<file path="src/rtl/mem_pkg.sv">
// Shared types and defaults for the data-memory arbiter.
package mem_pkg;

   localparam int unsigned ADDR_W_DEF   = 16;
   localparam int unsigned READ_LAT_DEF = 1;
   localparam int unsigned DATA_W       = 32;
   localparam int unsigned STRB_W       = 4;
   localparam int unsigned CNT_W        = 3;

   typedef enum logic {
      OWN_CORE = 1'b0,
      OWN_LDR  = 1'b1
   } owner_e;

   typedef enum logic {
      IDLE = 1'b0,
      WAIT = 1'b1
   } state_e;

   // Command presented to the BRAM port in a grant cycle (address kept separate: it is parameterised).
   typedef struct packed {
      logic              en;
      logic [STRB_W-1:0] we;
      logic [DATA_W-1:0] din;
   } bram_cmd_t;

endpackage

</file>
<file path="src/rtl/rr_arb2.sv">
// Two-way round-robin picker: combinational pick, registered last owner.
module rr_arb2
   import mem_pkg::*;
(
   input  logic clk,
   input  logic rst_n,
   input  logic en_i,
   input  logic core_req_i,
   input  logic ldr_req_i,
   output logic core_pick_o,
   output logic ldr_pick_o
);

   owner_e last_q;
   owner_e last_d;

   // On a tie the requester that did not win last time takes the port.
   always_comb begin
      core_pick_o = 1'b0;
      ldr_pick_o  = 1'b0;
      last_d      = last_q;
      if (en_i) begin
         if (core_req_i && ldr_req_i) begin
            if (last_q == OWN_LDR) begin
               core_pick_o = 1'b1;
            end else begin
               ldr_pick_o = 1'b1;
            end
         end else begin
            core_pick_o = core_req_i;
            ldr_pick_o  = ldr_req_i;
         end
         if (core_pick_o) begin
            last_d = OWN_CORE;
         end else if (ldr_pick_o) begin
            last_d = OWN_LDR;
         end
      end
   end

   always_ff @(posedge clk or negedge rst_n) begin
      if (!rst_n) begin
         last_q <= OWN_LDR;
      end else begin
         last_q <= last_d;
      end
   end

endmodule

</file>
<file path="src/rtl/dmem_arbiter.sv">
// Shares the data-memory BRAM port between the core MEM stage and the program loader,
// sequencing BRAM read latency and stalling the core while it waits.
module dmem_arbiter
   import mem_pkg::*;
#(
   parameter int unsigned ADDR_W   = ADDR_W_DEF,
   parameter int unsigned READ_LAT = READ_LAT_DEF
) (
   input  logic              clk,
   input  logic              rst_n,
   input  logic              core_req,
   input  logic              core_we,
   input  logic [ADDR_W-1:0] core_addr,
   input  logic [DATA_W-1:0] core_wdata,
   input  logic [STRB_W-1:0] core_wstrb,
   output logic              core_gnt,
   output logic [DATA_W-1:0] core_rdata,
   output logic              core_rvalid,
   input  logic              ldr_req,
   input  logic              ldr_we,
   input  logic [ADDR_W-1:0] ldr_addr,
   input  logic [DATA_W-1:0] ldr_wdata,
   output logic              ldr_gnt,
   output logic [DATA_W-1:0] ldr_rdata,
   output logic              ldr_rvalid,
   output logic              mem_en,
   output logic [STRB_W-1:0] mem_we,
   output logic [ADDR_W-1:0] mem_addr,
   output logic [DATA_W-1:0] mem_din,
   input  logic [DATA_W-1:0] mem_dout,
   output logic              stall_m
);

   state_e            state_q, state_d;
   owner_e            owner_q, owner_d;
   logic [CNT_W-1:0]  cnt_q, cnt_d;
   logic [DATA_W-1:0] core_hold_q, core_hold_d;
   logic [DATA_W-1:0] ldr_hold_q, ldr_hold_d;
   bram_cmd_t         cmd;
   logic              arb_en;
   logic              core_pick;
   logic              ldr_pick;

   // Grants only happen in IDLE and never while reset is held.
   assign arb_en = rst_n && (state_q == IDLE);

   rr_arb2 u_rr_arb2 (
      .clk         (clk),
      .rst_n       (rst_n),
      .en_i        (arb_en),
      .core_req_i  (core_req),
      .ldr_req_i   (ldr_req),
      .core_pick_o (core_pick),
      .ldr_pick_o  (ldr_pick)
   );

   always_comb begin
      state_d     = state_q;
      owner_d     = owner_q;
      cnt_d       = cnt_q;
      core_hold_d = core_hold_q;
      ldr_hold_d  = ldr_hold_q;
      cmd         = '0;
      mem_addr    = '0;
      core_gnt    = 1'b0;
      ldr_gnt     = 1'b0;
      core_rvalid = 1'b0;
      ldr_rvalid  = 1'b0;
      core_rdata  = core_hold_q;
      ldr_rdata   = ldr_hold_q;

      case (state_q)
         IDLE: begin
            core_gnt = core_pick;
            ldr_gnt  = ldr_pick;
            if (core_pick) begin
               cmd.en   = 1'b1;
               cmd.we   = core_we ? core_wstrb : '0;
               cmd.din  = core_wdata;
               mem_addr = core_addr;
               if (!core_we) begin
                  state_d = WAIT;
                  owner_d = OWN_CORE;
                  cnt_d   = CNT_W'(READ_LAT);
               end
            end else if (ldr_pick) begin
               cmd.en   = 1'b1;
               cmd.we   = ldr_we ? '1 : '0;
               cmd.din  = ldr_wdata;
               mem_addr = ldr_addr;
               if (!ldr_we) begin
                  state_d = WAIT;
                  owner_d = OWN_LDR;
                  cnt_d   = CNT_W'(READ_LAT);
               end
            end
         end
         WAIT: begin
            cnt_d = cnt_q - CNT_W'(1);
            // Last wait cycle: BRAM data is valid now, forward it and keep a copy.
            if (cnt_q == CNT_W'(1)) begin
               state_d = IDLE;
               if (owner_q == OWN_CORE) begin
                  core_rvalid = 1'b1;
                  core_rdata  = mem_dout;
                  core_hold_d = mem_dout;
               end else begin
                  ldr_rvalid  = 1'b1;
                  ldr_rdata   = mem_dout;
                  ldr_hold_d  = mem_dout;
               end
            end
         end
         default: begin
            state_d = IDLE;
         end
      endcase

      stall_m = rst_n && ((core_req && !core_gnt) ||
                          ((state_q == WAIT) && (owner_q == OWN_CORE) && !core_rvalid));
   end

   assign mem_en  = cmd.en;
   assign mem_we  = cmd.we;
   assign mem_din = cmd.din;

   always_ff @(posedge clk or negedge rst_n) begin
      if (!rst_n) begin
         state_q     <= IDLE;
         owner_q     <= OWN_CORE;
         cnt_q       <= '0;
         core_hold_q <= '0;
         ldr_hold_q  <= '0;
      end else begin
         state_q     <= state_d;
         owner_q     <= owner_d;
         cnt_q       <= cnt_d;
         core_hold_q <= core_hold_d;
         ldr_hold_q  <= ldr_hold_d;
      end
   end

endmodule
</file>
<file path="config.mk">
export PLATFORM = sky130hd
export DESIGN_NAME = dmem_arbiter
export DESIGN_NICKNAME = d
export VERILOG_FILES = /design/src/rtl/mem_pkg.sv /design/src/rtl/rr_arb2.sv /design/src/rtl/dmem_arbiter.sv
export SDC_FILE = /design/constraint.sdc
export NUM_CORES = 1
export LEC_CHECK = 0
export ABC_AREA = 1
export CAP_MARGIN = 10
export CORE_MARGIN = 1.5
export CORE_UTILIZATION = 38
export DETAILED_ROUTE_END_ITERATION = 6
export HOLD_SLACK_MARGIN = 0.08
export PLACE_DENSITY = 0.87
export SLEW_MARGIN = 10
export SYNTH_ARGS = -nofsm -noshare
export SYNTH_HDL_FRONTEND = slang
export SYNTH_SLANG_ARGS = --single-unit
export TNS_END_PERCENT = 30
</file>
<file path="constraint.sdc">
create_clock -name clk -period 2.55 [get_ports clk]
set_clock_uncertainty 0.2 [all_clocks]
set_input_delay 0.3825 -clock clk [delete_from_list [all_inputs] [get_ports clk]]
set_output_delay 0.3825 -clock clk [all_outputs]
set_load 0.02 [all_outputs]
</file>
==> results, run 1 <==
- The synthesized design contains 70 register bits.
- The proportion of layout cells with a drive suffix above 1 is 31.8%.
- In this run the worst setup path terminates at mem_we[1].
- The critical path goes through inv_1, nand2_1, nand3_2, buf_4, a21oi_2, nor2_1, dlygate4sd2_1.
- The reported leakage power is 0.00355 uW.
- The synthesized net count is 595.
- The relative slew slack is 41.5%.
- The top-level port count is 260.
- The internal power of the cells totals 4330 uW.
- The global-route wire length before repair is 22,100 um.
- The critical path is of the register to output pin type.
- The power per cell area is 1140 nW/um^2.
- The delay of the slowest critical-path stage is 540 ps.
- The sequential group share of total power is 24.4%.
- Counting both buffers and inverters, the worst setup path holds a total of 3.
- The run finished with clean final reports.
- The highest ir drop seen on vdd is 0.000550 V.
- The congestion estimate from routability-driven global placement came to 0.876.
- The number of setup violations in the final report is 0.
- The initial antenna violation count is 1.
- After technology mapping, the gate count stands at 455.
- The detailed router finished its first iteration with 212 violations.
- At the end of the flow, the number of nets in the layout was 882.
- Combinational logic is responsible for 63.9% of the overall power.
- STA classifies the critical path endpoint as an output pin.
- The number of clock buffers added by TritonCTS is 9.
- The core region is 9240 sq um.
- The vias per cell is 4.82.
- The depth of the critical timing path with buffers and inverters included is 7.
- The final cycle utilization of the critical path is 98.3%.
- The count of placed standard cells in the final layout, fillers left out is 876.
- The placed instances occupy a cell area of 6550 sq um.
- The final core area utilization is 73.6%.
- Among cell families on the critical path, the largest total delay comes from buffers and inverters.
- The overall die area is 10,200 sq um.
- Across the run, the number of max-cap violations was 0.
- Measured in cells, the most critical reg-to-reg path has a length of 11.
- Setup repair after global routing could not meet its margin everywhere.
- In this run the vertical extent of the chip is 101 um.
- The CTS H-tree depth is 3.
- The cell chosen for the clock root is clkbuf_8.
- For the pin with the worst max-slew slack, the measured transition is 878 ps.
- The time the worst path needs with I/O delays and setup is 2510 ps.
- The initial standard-cell utilization of the core is 39.4%.
- The port buffer count is 259.
- Counting tap cells, the placed design contains a total of 854 instances.
- The number of max-slew violations in the final report is 0.
- The required time reported for the critical path endpoint is 1970 ps.
- The mapped netlist covers 3640 sq um.
- For this design the total switching power over the nets is 3390 uW.
- The slowest stage of the critical path is the dfstp_2 cell.
- The vias after detailed routing is 4,223.
- In this run the worst hold path is classified as input pin to asynchronous set/reset pin.
- The via count of the first global-routing pass is 4,223.
- The growth of design area from synthesis to finish is 86.9%.
- The clock tree from TritonCTS is yes.
- The remaining design rule violation count is 0.
- The hold violation count in the final report is 0.
- Sequential elements use 48.2% of the synthesized area.
- The data arrival at the endpoint of the critical path is 1920 ps.
- The startpoint identified for the worst register-to-register timing path is cnt_q[1].
- The startpoint of the most critical setup path is u_rr_arb2.last_q.
- The die is 101 um wide.
- The count of nets left with antenna violations after detail routing is 0.
- The wire length per cell is 17.8 um.
- No sink is reached through more buffers than the 2 on the longest clock path.
- The placed wire-length estimate is 11,700 um.
- Across the whole layout, storage elements account for 1750 sq um.
- STA classifies the critical path startpoint as a register.
- Entering global routing, the biggest net connects 71 pins.
- The first TritonRoute pass finished after 5 iterations.
- The capturing point of the worst reg2reg path is ldr_hold_q[22].
- The maximum clock frequency is 399 MHz.
- The aggregate global-route resource usage is 29.2%.
- The clock slew seen by the registers of the worst setup and hold paths is 80 ps.
- CTS saw 70 sinks.
- The fill cell instance count of the final layout is 688.
- Summed over all layers, the routed wires come to 15,600 um.
- The switching part of the total is 43.9%.
- The total of warnings raised by yosys is 0.
- In this run the worst path has a maximum fanout of 5.
- The number of placement rows is 35.
- Global routing finished with a remaining overflow of 0.
- Clock latency on the worst-skew pair, taken at its later pin, is 330 ps.
- Of the total power, the clock network draws 11.7%.
- The synthesized netlist contains 22 unique library cells.
- The slack of the worst reg-to-reg path is 690 ps.
- The area used by multi-input combinational logic is 1640 sq um.
- Each instance of the synthesized netlist takes up on average 7.99 sq um.
- Summing all non-filler instances in the final layout gives an area of 6800 sq um.
==> how the worst min path moves through the flow <==
stage	to	slack, ps	depth (start not counted)
finish	ldr_hold_q[30]	80	2
global route	core_hold_q[0]	150	2
CTS	ldr_hold_q[1]	100	2
detailed placement	core_hold_q[3]	260	2
global placement	ldr_hold_q[6]	250	2
floorplan	cnt_q[0]	-110	0
==> metal layers <==
layer  vias to the layer above  wire length (um)  track usage (%)
met3                        51              1540             8.67
met1                      1975              5660             34.5
met2                       216              7540             47.1
met4                         0               881             17.2
met5                         -                 0                0
li1                       1981                 -                -
==> layout by cell type, fill, tap and decap left out, types with 2 or more instances in the layout <==
cell type,count
clkdlybuf4s15_1,14
nor2_4,3
a21oi_2,3
o21ai_2,54
clkdlybuf4s15_2,3
buf_4,56
o21ai_1,7
clkinv_4,2
o21ai_0,2
o21ai_4,4
nand2_4,3
buf_6,31
buf_12,10
nand3_1,2
buf_2,11
buf_16,2
a21oi_1,3
inv_2,4
clkdlybuf4s50_1,136
nand2_1,213
clkbuf_8,10
clkbuf_2,26
nor2_1,8
nand2_2,4
dfrtp_1,69
clkbuf_16,2
dlygate4sd2_1,9
inv_1,40
nand4_1,5
==> power groups by stage <==
stage          clock network [uW]  registers (uW)  logic [uW]
2_1_floorplan                   0            1840        2430
3_3_place_gp                    0            1850        4720
3_5_place_dp                    0            1880        4830
4_1_cts                       918            1870        4480
5_1_grt                       968            1940        5240
6_report                      902            1890        4930
==> state kept, by name (all words and copies together), names as in the netlist <==
register	count
state_q	1
u_rr_arb2.last_q	1
ldr_hold_q	32
cnt_q	3
owner_q	1
core_hold_q	32
==> cells by family after synthesis <==
group	Yosys count	share of synthesized area [%]
and+or+nand+nor	241	26.1
AOI/OAI and AO/OA	73	14.8
DFF	70	48.2
buffers and inverters	69	10.2
adders and majority gates	2	0.688
==> cell usage after synthesis <==
library cell,n,area share (%)
a21oi_1,6,0.83
buf_4,1,0.21
buf_6,13,4.0
nand2_1,219,23
dfstp_2,1,0.72
inv_2,4,0.41
dfrtp_1,69,47
nand2_2,1,0.17
o21ai_0,2,0.28
inv_1,41,4.2
nand3_1,2,0.28
o21ai_1,19,2.6
clkbuf_1,2,0.21
nand3_2,1,0.28
nor2_2,2,0.34
or2_2,1,0.17
nor2_1,8,0.83
ha_1,2,0.69
buf_2,8,1.1
nand4_1,5,0.86
nor2_4,2,0.62
o21ai_2,46,11
==> timing repair <==
action / 4_1_cts / 5_1_grt
setup buffers: 0 / 2
hold buffers: 0 / 0
gates resized for setup: 315 / 149
pin swaps: 0 / 3
gates cloned: 2 / 2
endpoints found under the setup margin: 109 / 111
==> worst reg2reg max path: stages (launching register included) <==
cell       delay, ps
dfrtp_1          380
inv_1             70
ha_2             170
inv_2             40
nor2_4            80
inv_2             60
nor2_4           110
nand2_4          130
clkbuf_16        200
nand2_2          100
o21ai_4           90
buf_4            140
==> final cells by class <==
| class | instances | share of cell area, % |
|---|---|---|
| Inverter | 45 | 2.52 |
| Tap cell | 129 | 2.37 |
| Clock inverter | 5 | 0.883 |
| Sequential cell | 70 | 25.8 |
| Timing Repair Buffer | 300 | 42.3 |
| Clock buffer | 10 | 2.02 |
| Antenna cell | 1 | 0.0368 |
| Multi-Input combinational cell | 316 | 24.1 |
==> stage by stage <==
step | TNS (ps) | hold WS (ps) | worst slack, ps | power (uW)
after floorplan | 0 | -113 | 526 | 4270
after CTS | 0 | 100 | 9.31 | 7260
final | 0 | 79.6 | 44.1 | 7720
after global placement | -6570 | 251 | -201 | 6580
after global routing | -1270 | 155 | -69.7 | 8150
after detailed placement | -8440 | 256 | -239 | 6720
Note: power is estimated with default switching activity, not from simulation.
==> run 2: changes to the inputs <==
--- a/config.mk
+++ b/config.mk
@@ -6,13 +6,13 @@
 export NUM_CORES = 1
 export LEC_CHECK = 0
 export ABC_AREA = 1
-export CAP_MARGIN = 10
+export CAP_MARGIN = 0
 export CORE_MARGIN = 1.5
 export CORE_UTILIZATION = 38
 export DETAILED_ROUTE_END_ITERATION = 6
 export HOLD_SLACK_MARGIN = 0.08
 export PLACE_DENSITY = 0.87
-export SLEW_MARGIN = 10
+export SLEW_MARGIN = 40
 export SYNTH_ARGS = -nofsm -noshare
 export SYNTH_HDL_FRONTEND = slang
 export SYNTH_SLANG_ARGS = --single-unit
==> results, run 2 (synthesis gave the netlist of run 1 again) <==
- The total global routing overflow was 0 (unchanged).
- The required time reported for the critical path endpoint is 1970 ps (about the same).
- The via count of the first global-routing pass came to 4,075 (-3.5%).
- The power per cell area was 1130 nW/um^2 (-0.61%).
- The switching part of the total is 44.7% (+0.74 points).
- The switching component of the power is 3430 uW (+1.2%).
- The time the worst path needs with I/O delays and setup is 2560 ps (+53.4 ps).
- The number of max-slew violations in the final report is 0 (unchanged).
- The maximum fanout count along the critical path was 5 (unchanged).
- The hold violation count in the final report came to 0 (unchanged).
- The highest ir drop seen on vdd came to 0.000648 V (+18%).
- The clock slew seen by the registers of the worst setup and hold paths is 80 ps (about the same).
- The top cell types in the final layout, fill and taps aside, are 207 x nand2_1, 136 x clkdlybuf4s50_1, 69 x dfrtp_1.
- The maximum clock frequency is 391 MHz (-2.1%).
- The worst min-delay path category is register to register.
- Compared with the post-synthesis result, the final layout area differs by 87.2%.
- The CTS H-tree depth came to 3 (unchanged).
- The power share of the combinational group is 62.1% (-1.8 points).
- The initial antenna violation count was 1 (unchanged).
- The proportion of layout cells with a drive suffix above 1 is 33.6% (+1.9 points).
- The largest registers in the layout are core_hold_q x32, ldr_hold_q x32, cnt_q x3.
- The most common cell after layout, fill and taps aside is nand2_1.
- The most used routing layer in global routing is met2.
- The clock tree from TritonCTS is yes.
- The vias per cell came to 4.76 (-1.3%).
- The overall die area is 10,200 sq um (unchanged).
- The overall die height is 101 um (unchanged).
- The worst hold path was traced through 2 stages.
- The final cycle utilization of the critical path is 100% (+2.1 points).
- The initial standard-cell utilization of the core is 39.4% (unchanged).
- The global-route wire length before repair was 22,100 um (-0.31%).
- The setup path with the least slack is of type register to output pin.
- The number of cells on the worst reg-to-reg path is 12 (+1).
- The top-level port count came to 260 (unchanged).
- The fill cell instance count of the final layout is 692 (+0.58%).
- The number of buffers between clock root and the deepest sink is 2 (unchanged).
- The relative slew slack is 73.9% (+32 points).
- The cell chosen for the clock root is clkbuf_8.
- The TritonCTS buffer count is 9 (unchanged).
- The final reports fail on setup timing.
- The final wirelength is 15,800 um (+0.91%).
- The placed wire-length estimate was 11,800 um (+0.31%).
- The sequential group share of total power is 24.9% (+0.5 points).
- The run finished, with violations left.
- The global placement routability congestion came to 0.876 (unchanged).
- The number of setup violations in the final report is 1 (+1).
- The internal power contribution is 4250 uW (-1.8%).
- The data arrival at the endpoint of the critical path is 1980 ps (+60 ps).
- The met2 track utilization from global routing was 47.4% (+0.31 points).
- The count of placed standard cells in the final layout, fillers left out was 881 (+0.57%).
- The register cell area after layout was 1750 sq um (unchanged).
- The actual transition at the worst max-transition pin is 389 ps (-489 ps).
- The kind of capture point of the worst setup path is an output pin.
- The area used by multi-input combinational logic came to 1730 sq um (+5.6%).
- The worst hold path begins at ldr_hold_q[16].
- The pin count of the biggest net entering global routing is 47 (-34%).
- The final core area utilization is 73.7% (+0.11 points).
- The remaining design rule violation count is 0 (unchanged).
- The met1 usage is 35.9% (+1.4 points).
- The final net count is 887 (+0.57%).
- The met3 capacity usage during global routing is 9.43% (+0.76 points).
- The launch instance of the worst register-to-register path is cnt_q[1].
- The total inserted antenna cells came to 0 (-1).
- The first-pass detailed-route iteration total is 4 (-1).
- Setup repair after global routing could not meet its margin everywhere.
- The count of routing violations after the opening detailed-route iteration is 207 (-2.4%).
- The clock latency on the worst-skew pair came to 330 ps (about the same).
- The vias after detailed routing was 4,191 (-0.76%).
- The count of nets left with antenna violations after detail routing is 0 (unchanged).
- STA classifies the critical path startpoint as a register.
- The horizontal die dimension is 101 um (unchanged).
- The max capacitance violation total was 0 (unchanged).
- The slack of the worst reg-to-reg path was 650 ps (-40 ps).
- The number of placement rows is 35 (unchanged).
- The reported leakage power was 0.00356 uW (+0.29%).
- The port buffer count is 259 (unchanged).
- The worst slack on hold paths is 273 ps (+194 ps).
- The wire length per cell is 17.9 um (+0.34%).
- The cell total after placement was 855 (+0.12%).
- The worst-case setup margin in the final layout was -9.36 ps (-53.4 ps).
- The clock network power share is 13.0% (+1.3 points).
- The core footprint was 9240 sq um (unchanged).
- The endpoint identified for the worst register-to-register timing path is ldr_hold_q[7].
- The total clock sinks is 70 (unchanged).
- The aggregate global-route resource usage is 29.3% (+0.15 points).
- The worst hold path terminates at ldr_hold_q[16].
- The minimum setup slack after placement is -229 ps (+9.18 ps).
-- run 2: cell count changes in the layout (fill, tap and decap cells not counted), moves of 3 or more --
cell and delta:
buf_2 +23, o21ai_2 -10, clkbuf_2 +10, dlygate4sd2_1 -6, o21ai_4 +7, o21ai_1 +3
clkdlybuf4s15_1 -3, nand2_1 -6, buf_4 -3, buf_6 -18, nand2_4 +5
-- run 2: timing repair --
action | 4_1_cts | 5_1_grt
hold buffers | 1 | 0
buffers inserted | 0 | 4
pin swaps | 0 | 3
gates resized for setup | 297 | 156
gates cloned | 2 | 3
endpoints found under the hold margin | 23 | 0
endpoints found under the setup margin | 109 | 114
-- run 2: worst max path at each step --
stage,start,end,cells after the start
after detailed placement,core_req,mem_din[15],8
after CTS,u_rr_arb2.last_q,mem_we[1],7
final,cnt_q[1],ldr_rdata[7],11
after floorplan,cnt_q[1],ldr_rdata[22],9
after global routing,cnt_q[1],ldr_rdata[7],11
after global placement,core_req,mem_din[27],8
-- run 2: worst max-delay path, stage by stage (launching register included) --
cell       delay (ps)
dfrtp_1           390
inv_2              80
ha_4              120
inv_2              40
nor2_4            100
inv_2              60
nor2_4            140
nand2_4           100
buf_12            150
clkbuf_16         160
o21ai_4           170
buf_6             140
-- run 2: power groups by stage --
stage | Combinational, uW | Clock, uW | Sequential, uW
after CTS | 4540 | 1020 | 1870
after floorplan | 2430 | 0 | 1840
after global routing | 5080 | 1080 | 1970
after detailed placement | 4840 | 0 | 1880
final | 4770 | 1000 | 1910
after global placement | 4720 | 0 | 1850
-- run 2: metal layers --
| layer | wire length (um) | share of wire, % | up-vias |
|---|---|---|---|
| li1 | - | - | 1991 |
| met1 | 5860 | 37 | 1953 |
| met2 | 7840 | 50 | 210 |
| met3 | 1350 | 8.6 | 35 |
| met4 | 694 | 4.4 | 2 |
| met5 | 17 | 0.11 | - |
-- run 2: final cells by class --
type / count / share of cell area, %
multi-input cells: 316 / 25.4
clock inverters: 6 / 1.38
inverters: 45 / 2.52
repair buffers: 305 / 40.7
clock buffers: 10 / 1.87
well taps: 129 / 2.37
flip-flops and latches: 70 / 25.7
-- run 2: per-stage QoR --
stage | setup TNS [ps] | total power (uW) | cell area [sq um]
2_1_floorplan | 0 | 4270 | 3640
3_3_place_gp | -6570 | 6580 | 6550
3_5_place_dp | -7940 | 6720 | 6570
4_1_cts | -339 | 7430 | 6720
5_1_grt | -1060 | 8130 | 6810
6_report | -9.36 | 7680 | 6810
